$ cat src/rtl/cpu_mem_pkg.sv
// Shared types and constants for the cache/main-memory arbitration slice.
package cpu_mem_pkg;

  typedef enum logic [1:0] {
    IDLE    = 2'd0,
    I_FILL  = 2'd1,
    D_FILL  = 2'd2,
    D_WRITE = 2'd3
  } arb_state_t;

  localparam int BLK_OFF_W  = 4;
  localparam int WORD_IDX_W = 3;

  localparam logic REQ_I = 1'b0;
  localparam logic REQ_D = 1'b1;

endpackage

$ cat src/rtl/blk_fill_ctr.sv
// Issue (k) and return (r) word counters for one block fill; shared by both caches.
module blk_fill_ctr
  import cpu_mem_pkg::*;
#(
  parameter int WORDS_PER_BLK = 8
) (
  input  logic                  clk,
  input  logic                  rst,
  input  logic                  start,
  input  logic                  clear,
  input  logic                  ret,
  output logic                  issue_active,
  output logic [WORD_IDX_W-1:0] k,
  output logic [WORD_IDX_W-1:0] r,
  output logic                  last_ret,
  output logic                  ret_done
);

  localparam logic [WORD_IDX_W-1:0] LAST_IDX = WORD_IDX_W'(WORDS_PER_BLK - 1);

  logic                  issue_q;
  logic [WORD_IDX_W-1:0] k_q;
  logic [WORD_IDX_W-1:0] r_q;
  logic                  done_q;

  always_ff @(posedge clk) begin
    if (rst || clear) begin
      issue_q <= 1'b0;
      k_q     <= '0;
      r_q     <= '0;
      done_q  <= 1'b0;
    end else if (start) begin
      issue_q <= 1'b1;
      k_q     <= '0;
      r_q     <= '0;
      done_q  <= 1'b0;
    end else begin
      if (issue_q) begin
        if (k_q == LAST_IDX) issue_q <= 1'b0;
        else                 k_q     <= k_q + WORD_IDX_W'(1);
      end
      // Returns beyond the last word are dropped rather than wrapping r.
      if (ret && !done_q) begin
        if (r_q == LAST_IDX) done_q <= 1'b1;
        else                 r_q    <= r_q + WORD_IDX_W'(1);
      end
    end
  end

  assign issue_active = issue_q;
  assign k            = k_q;
  assign r            = r_q;
  assign last_ret     = (r_q == LAST_IDX);
  assign ret_done     = done_q;

endmodule

$ cat src/rtl/cache_mem_arbiter.sv
// Arbitrates the shared main-memory port between I-cache fills and D-cache
// fills/write-throughs; fill words are returned tagged with their block index.
module cache_mem_arbiter
  import cpu_mem_pkg::*;
#(
  parameter int ADDR_W        = 16,
  parameter int DATA_W        = 16,
  parameter int WORDS_PER_BLK = 8,
  parameter int MEM_LAT       = 4
) (
  input  logic                  clk,
  input  logic                  rst,
  input  logic                  i_req,
  input  logic [ADDR_W-1:0]     i_addr,
  input  logic                  d_req,
  input  logic                  d_wr,
  input  logic [ADDR_W-1:0]     d_addr,
  input  logic [DATA_W-1:0]     d_wdata,
  output logic                  i_grant,
  output logic                  d_grant,
  output logic [DATA_W-1:0]     fill_data,
  output logic [WORD_IDX_W-1:0] fill_idx,
  output logic                  i_data_vld,
  output logic                  d_data_vld,
  output logic                  i_fill_done,
  output logic                  d_fill_done,
  output logic                  d_wr_done,
  output logic                  mem_en,
  output logic                  mem_wr,
  output logic [ADDR_W-1:0]     mem_addr,
  output logic [DATA_W-1:0]     mem_wdata,
  input  logic [DATA_W-1:0]     mem_rdata,
  input  logic                  mem_rvld,
  output arb_state_t            dbg_state
);

  // Handshake: a requester raises *_req and holds it (with stable address/data)
  // until its done pulse; address/data are captured at the grant edge, and the
  // requester drops *_req in the cycle after done, which the arbiter spends in IDLE.

  if (MEM_LAT < 1 || WORDS_PER_BLK != (1 << WORD_IDX_W)) begin : g_param_chk
    $error("cache_mem_arbiter: unsupported MEM_LAT/WORDS_PER_BLK");
  end

  arb_state_t state_q, state_d;
  logic       last_grant_q, last_grant_d;
  logic       grant_i, grant_d;
  logic       wr_issued_q;
  logic       in_fill, ret_ok;

  logic [ADDR_W-BLK_OFF_W-1:0] base_q;
  logic [ADDR_W-1:0]           wr_addr_q;
  logic [DATA_W-1:0]           wr_data_q;

  logic                  issue_active, last_ret, ret_done;
  logic [WORD_IDX_W-1:0] k, r;

  logic unused_addr_bits;
  assign unused_addr_bits = ^{i_addr[BLK_OFF_W-1:0], d_addr[0]};

  assign in_fill = (state_q == I_FILL) || (state_q == D_FILL);
  assign ret_ok  = in_fill && mem_rvld && !ret_done;

  always_comb begin
    state_d      = state_q;
    last_grant_d = last_grant_q;
    grant_i      = 1'b0;
    grant_d      = 1'b0;
    case (state_q)
      IDLE: begin
        if (i_req && d_req) begin
          if (last_grant_q == REQ_I) grant_d = 1'b1;
          else                       grant_i = 1'b1;
        end else if (d_req) begin
          grant_d = 1'b1;
        end else if (i_req) begin
          grant_i = 1'b1;
        end
        if (grant_d) begin
          state_d      = d_wr ? D_WRITE : D_FILL;
          last_grant_d = REQ_D;
        end else if (grant_i) begin
          state_d      = I_FILL;
          last_grant_d = REQ_I;
        end
      end
      I_FILL, D_FILL: if (ret_ok && last_ret) state_d = IDLE;
      D_WRITE:        if (wr_issued_q) state_d = IDLE;
      default:        state_d = IDLE;
    endcase
  end

  always_ff @(posedge clk) begin
    if (rst) begin
      state_q      <= IDLE;
      last_grant_q <= REQ_I;
      base_q       <= '0;
      wr_addr_q    <= '0;
      wr_data_q    <= '0;
      wr_issued_q  <= 1'b0;
    end else begin
      state_q      <= state_d;
      last_grant_q <= last_grant_d;
      if (grant_i) base_q <= i_addr[ADDR_W-1:BLK_OFF_W];
      if (grant_d) begin
        base_q    <= d_addr[ADDR_W-1:BLK_OFF_W];
        wr_addr_q <= {d_addr[ADDR_W-1:1], 1'b0};
        wr_data_q <= d_wdata;
      end
      wr_issued_q <= (state_q == D_WRITE) && !wr_issued_q;
    end
  end

  blk_fill_ctr #(.WORDS_PER_BLK(WORDS_PER_BLK)) u_ctr (
    .clk          (clk),
    .rst          (rst),
    .start        (grant_i || (grant_d && !d_wr)),
    .clear        (ret_ok && last_ret),
    .ret          (in_fill && mem_rvld),
    .issue_active (issue_active),
    .k            (k),
    .r            (r),
    .last_ret     (last_ret),
    .ret_done     (ret_done)
  );

  always_comb begin
    mem_en    = 1'b0;
    mem_wr    = 1'b0;
    mem_addr  = '0;
    mem_wdata = '0;
    if (in_fill && issue_active) begin
      mem_en   = 1'b1;
      mem_addr = {base_q, k, 1'b0};
    end else if (state_q == D_WRITE && !wr_issued_q) begin
      mem_en    = 1'b1;
      mem_wr    = 1'b1;
      mem_addr  = wr_addr_q;
      mem_wdata = wr_data_q;
    end
  end

  assign i_grant     = (state_q == I_FILL);
  assign d_grant     = (state_q == D_FILL) || (state_q == D_WRITE);
  assign fill_data   = ret_ok ? mem_rdata : '0;
  assign fill_idx    = ret_ok ? r : '0;
  assign i_data_vld  = ret_ok && (state_q == I_FILL);
  assign d_data_vld  = ret_ok && (state_q == D_FILL);
  assign i_fill_done = i_data_vld && last_ret;
  assign d_fill_done = d_data_vld && last_ret;
  assign d_wr_done   = (state_q == D_WRITE) && wr_issued_q;
  assign dbg_state   = state_q;

endmodule

$ cat config.mk
export PLATFORM = sky130hd
export DESIGN_NAME = cache_mem_arbiter
export DESIGN_NICKNAME = d
export VERILOG_FILES = /design/src/rtl/cpu_mem_pkg.sv /design/src/rtl/blk_fill_ctr.sv /design/src/rtl/cache_mem_arbiter.sv
export SDC_FILE = /design/constraint.sdc
export NUM_CORES = 1
export LEC_CHECK = 0
export CORE_MARGIN = 3
export CORE_UTILIZATION = 40
export DETAILED_ROUTE_END_ITERATION = 6
export GPL_TIMING_DRIVEN = 0
export PLACE_DENSITY = 0.8
export SLEW_MARGIN = 20
export SYNTH_ARGS = -nofsm -noshare
export SYNTH_HDL_FRONTEND = slang
export SYNTH_SLANG_ARGS = --single-unit
$ cat constraint.sdc
create_clock -name clk -period 2.7 [get_ports clk]
set_input_delay 0.675 -clock clk [delete_from_list [all_inputs] [get_ports clk]]
set_output_delay 0.675 -clock clk [all_outputs]
set_load 0.02 [all_outputs]
# [After elaboration in Yosys (flattened, before gate mapping)]
# Index checks and enable logic that the tools add are counted.
[word_totals] regBits=55 latchBits=0 ram_bits=0 romBits=0 in_bits=70 out_inout_bits=62 mem_count=0
[op_classes] add_sub_neg=2 mul=0 div_mod_pow=0 magnitude_cmp=0 n_eq_ne=8 shifts=0 muxes=33 bitwise_logic=2 reduce_logical=29
[ops] op="$mux 16" n=5
[ops] op="$mux 12" n=2
[ops] op="$mux 1" n=20
[ops] op="$logic_and 1x1->1" n=12
[ops] op="$mux 2" n=4
[ops] op="$reduce_and 2->1" n=4
[ops] op="$add 3x1->3 const B" n=2
[ops] op="$eq 3x3->1 const B" n=2
[ops] op="$pmux 2 s3" n=1
[ops] op="$eq 2x2->1 const B" n=2
[ops] op="$logic_or 1x1->1" n=4
[ops] op="$reduce_bool 2->1" n=2
[ops] op="$reduce_or 2->1" n=2
[ops] op="$logic_not 1->1" n=3
[ops] op="$mux 3" n=1
[ops] op="$ne 3x3->1 const B" n=1
[ops] op="$reduce_and 3->1" n=1
[ops] op="$eq 2x1->1 const B" n=1
[ops] op="$logic_not 2->1" n=1
[ops] op="$ne 2x1->1 const B" n=1
[ops] op="$ne 2x2->1 const B" n=1
[ops] op="$not 1->1" n=2

# [Depth between registers and ports, before layout]
# Gate-level depths: netlist of run 1.
[logic_depth] word_depth=7 ltp_mapped=7 ltp_nobuf=6

# [Modules after synthesis]
# Synthesis of run 1 repeated with hierarchy kept, for this count alone.
[hier_totals] hier_cells=333 hier_area_um2=2737.6
[modules_own_cells] mod="cache_mem_arbiter" n_inst=1 cells_each=301 area_each_um2=2398.6
[modules_own_cells] mod="blk_fill_ctr" n_inst=1 cells_each=32 area_each_um2=339.1

# [Least setup slack after synthesis of run 1]
# OpenSTA, ideal clock, no wires.
[synth_timing] path_kind="register -> output" start="reg state_q[0], in the netlist dbg_state[0]" end="out mem_wdata[10]" t_arrival_ns=1.877 required_ns=2.025 path_slack_ns=0.148 path_stages_with_launch=8 n_path_buf=2 path_cell_list="dfxtp_1 -> inv_1 -> ha_1 -> and2_1 -> buf_2 -> nor2_2 -> buf_2 -> and2_1"
[synth_via] elab_chain_cells=4 word_cells_on_any_way=8
[synth_rtl] item="start: declaration" line_no="cache_mem_arbiter.sv:45" source="arb_state_t state_q, state_d;"
[synth_rtl] item="start signal: assignment" line_no="cache_mem_arbiter.sv:102" source="state_q <= state_d;"
[synth_rtl] item="$eq 2x2->1 (tied with other cells)" line_no="cache_mem_arbiter.sv:135" source="end else if (state_q == D_WRITE && !wr_issued_q) begin"
[synth_rtl] item="$logic_and 1x1->1 / $logic_or 1x1->1 (equally long branches)" line_no="cache_mem_arbiter.sv:135, cache_mem_arbiter.sv:61"
[synth_rtl] item="$mux 16 / $logic_and 1x1->1 (equally long branches)" line_no="cache_mem_arbiter.sv:135, cache_mem_arbiter.sv:132"
[synth_rtl] item="$mux 16 *" line_no="cache_mem_arbiter.sv:132" source="if (in_fill && issue_active) begin"
[synth_rtl] item="end: declaration" line_no="cache_mem_arbiter.sv:31" source="output logic [DATA_W-1:0] mem_wdata,"
# Mark *: on every way between the ends. The rest lies on a longest branch, timed or not.

# [Final worst setup path of run 1]
[layout_timing] start="reg state_q[0], in the netlist dbg_state[0]" end="out mem_wdata[4]"
# Same word-level chain as after synthesis.

==> impl_metrics.ini, run 1 <==
[clock_network]
clock_latency_ns = 0.30
cts_sinks = 55
cts_buffer_depth = 2
cts_root_buf = clkbuf_8
cts_hold_buf = 0
cts_tree = built
cts-buffers-inserted = 5
clk_pin_slew_worst_paths_ns = 0.09
htreeDepth = 2

[place]
routabilityCongestion = 0.836
dp_hpwl_mm = 5.77
io_buffers = 125
place_ws_ns = -0.658

[synth]
synth.yosys.seq_area_share = 0.410
synth_edf_count = 0
ys_warn_count = 0
syn_area_um2 = 2690
synth_flop_cell = dfxtp_1
synth_cells = 326
synth_cell_types = 36
synthArstFlopShare = 0
syn_nets = 404
synth_seq_cells = 55
syn_avg_cell_area_um2 = 8.24

[global_routing]
grt_pass1_vias = 2455
grt_max_degree = 16
grt_pass1_wl_mm = 11.7
gr-total-overflow = 0
antenna_found_initial = 0
grt_use_total = 0.193

[routing]
routed_wl_mm = 7.64
antenna_left = 0
vias_per_cell = 4.89
drtPass1Iterations = 4
drc_errors = 0
topRoutingLayerUsed = met4
drt_iter0_drc = 75
wl_met2_mm = 3.66
wl_met1_mm = 3.26
via_count = 2656
drt-wirelength-per-cell_um = 14.1
met3_length_um = 653

[floorplanning]
core-area_um2 = 6420
die_area_um2 = 7740
fp.dieH_um = 88.0
row_count = 29
io_pins = 132
die_x_um = 88.0
start_util = 0.418

[sta]
relSlewSlack = 0.593
fin_worst_skew_ns = 0.00223
tightestPinTransition_ns = 0.610
hold_viol = 0
hold_slack_ns = 0.453
finalSetupViolations = 0
setup_tns_ns = 0
finalCriticalPeriod_ns = 2.63
period_share = 0.974
setup_ws_ns = 0.0709
final_max_slew_viol_count = 0
clock.fmax_mhz = 380

[run]
max-cap-violations = 0

[worst_hold_path]
min_path_type = reg -> reg
hold_path_depth = 2
min_to = wr_data_q[6]
min_from = wr_data_q[6]

[finish]
n_antenna_cell = 0
area_growth_pct = 57.9
drive_gt1_frac = 0.223
layout.nets = 543

[setup_path]
start_kind = flop
crit_type = reg -> out
critical_path_required_ns = 2.03
critical_path.max_fanout = 8
endpoint_kind = output port
r2r-start = u_ctr.r[0]
critPathArrivalTime_ns = 1.95
reg2reg_to = dbg_state[0]
r2r_slack_ns = 1.01
rr_worst_depth = 6

[pwr]
max-vdd-ir-drop_uv = 406
p_leak_nw = 1.76
p_per_area_nw_per_um2 = 660

[status]
outcome = finished, final reports clean
routing by layer:
layer,up-vias,GRT usage
li1,1372,-
met1,1180,0.237
met2,97,0.337
met3,7,0.0517
met4,0,0.0418
met5,-,0
layout make-up:
type                            count  area (µm²)
Multi-Input combinational cell    243        1460
Sequential cell                    55        1100
Fill cell                         585        2180
Timing Repair Buffer              134        1310
Inverter                            4        15.0
Clock buffer                        8         100
Tap cell                           77        96.3
Buffer                             22         155
layout by cell type, fill, tap and decap left out, drive strengths merged:
cell type	netlist	layout
a211oi	1	1
a21oi	37	37
a221o	1	1
a22o	15	15
a22oi	1	1
a311oi	12	12
a32oi	1	1
and2	39	39
and3	3	3
and3b	1	1
buf	16	38
clkbuf	8	15
clkdlybuf4s15	0	36
clkdlybuf4s50	0	68
conb	1	1
dfxtp	55	55
dlygate4sd2	0	6
dlymetal6s2s	0	1
ha	8	8
inv	4	4
mux2i	2	2
nand2	79	79
nand2b	3	3
nand3	1	1
nand3b	4	4
nor2	24	24
nor2b	3	3
nor3	1	1
o21a	1	1
o21ai	2	2
o21bai	1	1
or2	1	1
xnor2	1	1
how the worst max path moves through the flow:
stage                  from       endpoint  cells after the start  slack, ns
2_1_floorplan  dbg_state[0]  mem_wdata[10]                      7       0.15
3_3_place_gp       mem_rvld   fill_data[5]                      6      -0.62
3_5_place_dp       mem_rvld   fill_data[5]                      6      -0.66
4_1_cts            mem_rvld   fill_data[5]                      5     0.0002
5_1_grt        dbg_state[0]   mem_wdata[1]                      8     -0.003
6_report       dbg_state[0]   mem_wdata[4]                      8       0.07
through the flow:
stage | cells | utilization | total power, mW | area (µm²)
global placement | 528 | 0.628 | 2.24 | 4030
global route | 543 | 0.660 | 2.99 | 4240
detailed placement | 528 | 0.628 | 2.27 | 4030
floorplan | 326 | - | 1.83 | 2690
CTS | 540 | 0.665 | 2.81 | 4270
finish | 543 | 0.660 | 2.80 | 4240
flip-flops by register name, indices dropped and copies added (netlist names):
| register | count |
|---|---|
| wr_data_q | 16 |
| wr_addr_q | 15 |
| base_q | 12 |
| u_ctr.k | 3 |
| u_ctr.r | 3 |
| dbg_state | 2 |
| last_grant_q | 1 |
| u_ctr.issue_active | 1 |
| u_ctr.ret_done | 1 |
| wr_issued_q | 1 |
worst max-delay path: stages (launching register included):
cell and delay, ns:
dfxtp_2 0.34, inv_1 0.07, ha_4 0.26, and2_4 0.19, nor2_4 0.12, buf_12 0.13
clkbuf_8 0.14, and2_1 0.12, clkdlybuf4s15_2 0.26
cells by family after synthesis:
group                      after synthesis  synth area share
DFF                                     55             0.410
buffers and inverters                   28            0.0545
AOI/OAI and AO/OA                       72             0.204
other                                    1           0.00140
xor gates and xnor gates                 1           0.00326
muxes                                    2           0.00745
and+or+nand+nor                        159             0.282
adders and majority gates                8            0.0373
timing repair:
item                       4_1_cts  5_1_grt
setup endpoints to repair       56       48
setup buffers                    4        2
hold endpoints to repair         0        0
gates resized for setup        176       19
cloned                           2        1
pin swaps                        2        2
synth_stat cells (2+ instances only):
master	n	area, µm²
nand2_1	79	297
buf_6	2	22.5
a21oi_1	37	185
a22o_1	15	131
clkbuf_1	7	26.3
and2_1	39	244
buf_2	11	55.1
buf_4	3	22.5
nor2b_1	3	18.8
ha_1	8	100
nor2_1	22	82.6
and3_1	3	18.8
nand2b_1	3	18.8
dfxtp_1	55	1100
a311oi_2	11	165
inv_1	4	15.0
mux2i_1	2	20.0
nand3b_1	4	30.0
power by group:
group	internal (mW)	switching (mW)	leakage [nW]
clock network	0.235	0.260	0.0515
logic	0.574	0.688	1.26
registers	0.967	0.0753	0.453
Note: power is estimated with default switching activity, not from simulation.
==> inputs of run 2 (changes only) <==
--- a/config.mk
+++ b/config.mk
@@ -5,7 +5,6 @@
 export SDC_FILE = /design/constraint.sdc
 export NUM_CORES = 1
 export LEC_CHECK = 0
-export CORE_MARGIN = 3
 export CORE_UTILIZATION = 40
 export DETAILED_ROUTE_END_ITERATION = 6
 export GPL_TIMING_DRIVEN = 0
==> impl_metrics.ini, run 2 (same netlist as run 1, synthesis figures left out) <==
[worst_hold_path]
min_to = wr_data_q[4]
min_path_type = reg -> reg
min_from = wr_data_q[4]
hold_path_depth = 2

[setup_path]
critical_path.max_fanout = 7
rr_worst_depth = 6
crit_type = reg -> out
endpoint_kind = output port
path_cells = inv_2, ha_4, and2_4, buf_6, nor2_4, buf_6, buf_6, a22o_1, buf_6
max_stage_delay_ns = 0.35
start_kind = flop
critical-path-slowest-cell = dfxtp_2
reg2reg_to = dbg_state[0]
path_common_cell = buf_6
critical_path_required_ns = 2.03
critPathArrivalTime_ns = 2.03
r2r-start = u_ctr.r[0]
r2r_slack_ns = 0.98

[finish]
top_regs = wr_data_q (16), wr_addr_q (15), base_q (12)
n_antenna_cell = 0
seq_area_um2 = 1100
largest_reg_flops = 16
multiInputGateArea_um2 = 1490
mostFrequentLayoutCell = nand2_1
top_register = wr_data_q
layout.nets = 550
drive_gt1_frac = 0.269
stdcell_area_um2 = 4240
layout_common_cells = nand2_1, clkdlybuf4s50_1, dfxtp_1, a21oi_1, buf_6
area_growth_pct = 57.9
fill_cells = 558

[floorplanning]
core-area_um2 = 6420
io_pins = 132
row_count = 29
die_area_um2 = 7050
fp.dieH_um = 84.0
start_util = 0.418
die_x_um = 84.0

[routing]
drc_errors = 27
via_count = 2780
drt_iter0_drc = 121
antenna_left = 0
drt-wirelength-per-cell_um = 13.9
vias_per_cell = 5.06
drtPass1Iterations = 7
routed_wl_mm = 7.62

[clock_network]
cts_buffer_depth = 2
cts_root_buf = clkbuf_8
clock_latency_ns = 0.30
cts_sinks = 55
clk_pin_slew_worst_paths_ns = 0.09
htreeDepth = 2
cts_hold_buf = 0
cts_tree = built
cts-buffers-inserted = 5

[sta]
period_share = 1.00
hold_viol = 0
setup_ws_ns = -0.00616
final_max_slew_viol_count = 0
finalSetupViolations = 1
setup_tns_ns = -0.00616
fin_worst_skew_ns = 0.00233
rsz0062_at_grt = yes
tightestPinTransition_ns = 0.666
finalCriticalPeriod_ns = 2.71
clock.fmax_mhz = 370
relSlewSlack = 0.556

[status]
outcome = finished with violations
violations = DRC, setup timing

[global_routing]
gr-total-overflow = 0
grt_pass1_vias = 2765
antenna_found_initial = 0
grt_use_total = 0.221
grt_max_degree = 16
grt_pass1_wl_mm = 12.6

[pwr]
p_per_area_nw_per_um2 = 658
p_leak_nw = 1.88
max-vdd-ir-drop_uv = 429

[run]
max-cap-violations = 0

[place]
dp_hpwl_mm = 5.54
routabilityCongestion = 0.828
io_buffers = 125
placed_cell_area_um2 = 4030
==> run 2: changes by cell type in the layout (fill, tap and decap cells not counted), sizes merged <==
cell / delta
clkdlybuf4s15: -35
clkinv: +1
dlygate4sd2: -3
buf: +43
==> run 2: worst max-delay path: cells and delay by family, from the launching register on <==
| family | cells | cell delay, ns |
|---|---|---|
| AND/OR/NAND/NOR | 2 | 0.39 |
| buffers and inverters | 5 | 0.57 |
| adder cells (fa/ha/maj) | 1 | 0.25 |
| flip-flops | 1 | 0.35 |
| AO/OA/AOI/OAI | 1 | 0.17 |
==> run 2: report_power, final <==
group | internal (mW) | switching [mW] | total (mW)
combinational | 0.585 | 0.703 | 1.29
clock | 0.202 | 0.252 | 0.454
sequential | 0.968 | 0.0813 | 1.05
total | 1.76 | 1.04 | 2.79
==> run 2: worst max-delay path by stage <==
stage	to	slack, ns	startpoint
after floorplan	mem_wdata[10]	0.15	dbg_state[0]
after global placement	fill_data[1]	-0.60	mem_rvld
after detailed placement	fill_data[5]	-0.63	mem_rvld
after CTS	d_fill_done	0.0002	mem_rvld
after global routing	mem_addr[11]	-0.09	dbg_state[0]
final	mem_addr[11]	-0.006	dbg_state[0]
==> run 2: per-layer routing <==
layer	share of wire	track usage	vias up
met5	0	0	-
met4	0.0020	0.0423	0
met3	0.086	0.0593	2
met2	0.50	0.396	106
met1	0.41	0.264	1287
li1	-	-	1385
==> run 2: per-stage QoR <==
stage | utilization | instances | setup WS, ns | hold WS [ns] | total power, mW
floorplan | - | 326 | 0.148 | 0.420 | 1.83
global placement | 0.628 | 528 | -0.603 | 0.430 | 2.24
detailed placement | 0.628 | 528 | -0.628 | 0.436 | 2.27
CTS | 0.628 | 546 | 0.000220 | 0.450 | 2.75
global route | 0.661 | 549 | -0.0939 | 0.486 | 2.98
finish | 0.661 | 549 | -0.00616 | 0.457 | 2.79
==> run 2: repair_timing <==
action	4_1_cts	5_1_grt
setup buffers	9	3
setup endpoints to repair	56	54
pin swaps	1	2
gates resized for setup	228	75
gates cloned	3	0
==> run 2: area by class of cell <==
cell class              count  area share
plain buffers              23      0.0398
clock buffers               6      0.0195
clock inverters             1     0.00118
inverters                   4     0.00354
multi-input cells         243       0.351
flip-flops and latches     55       0.260
well taps                  77      0.0227
repair buffers            140       0.302
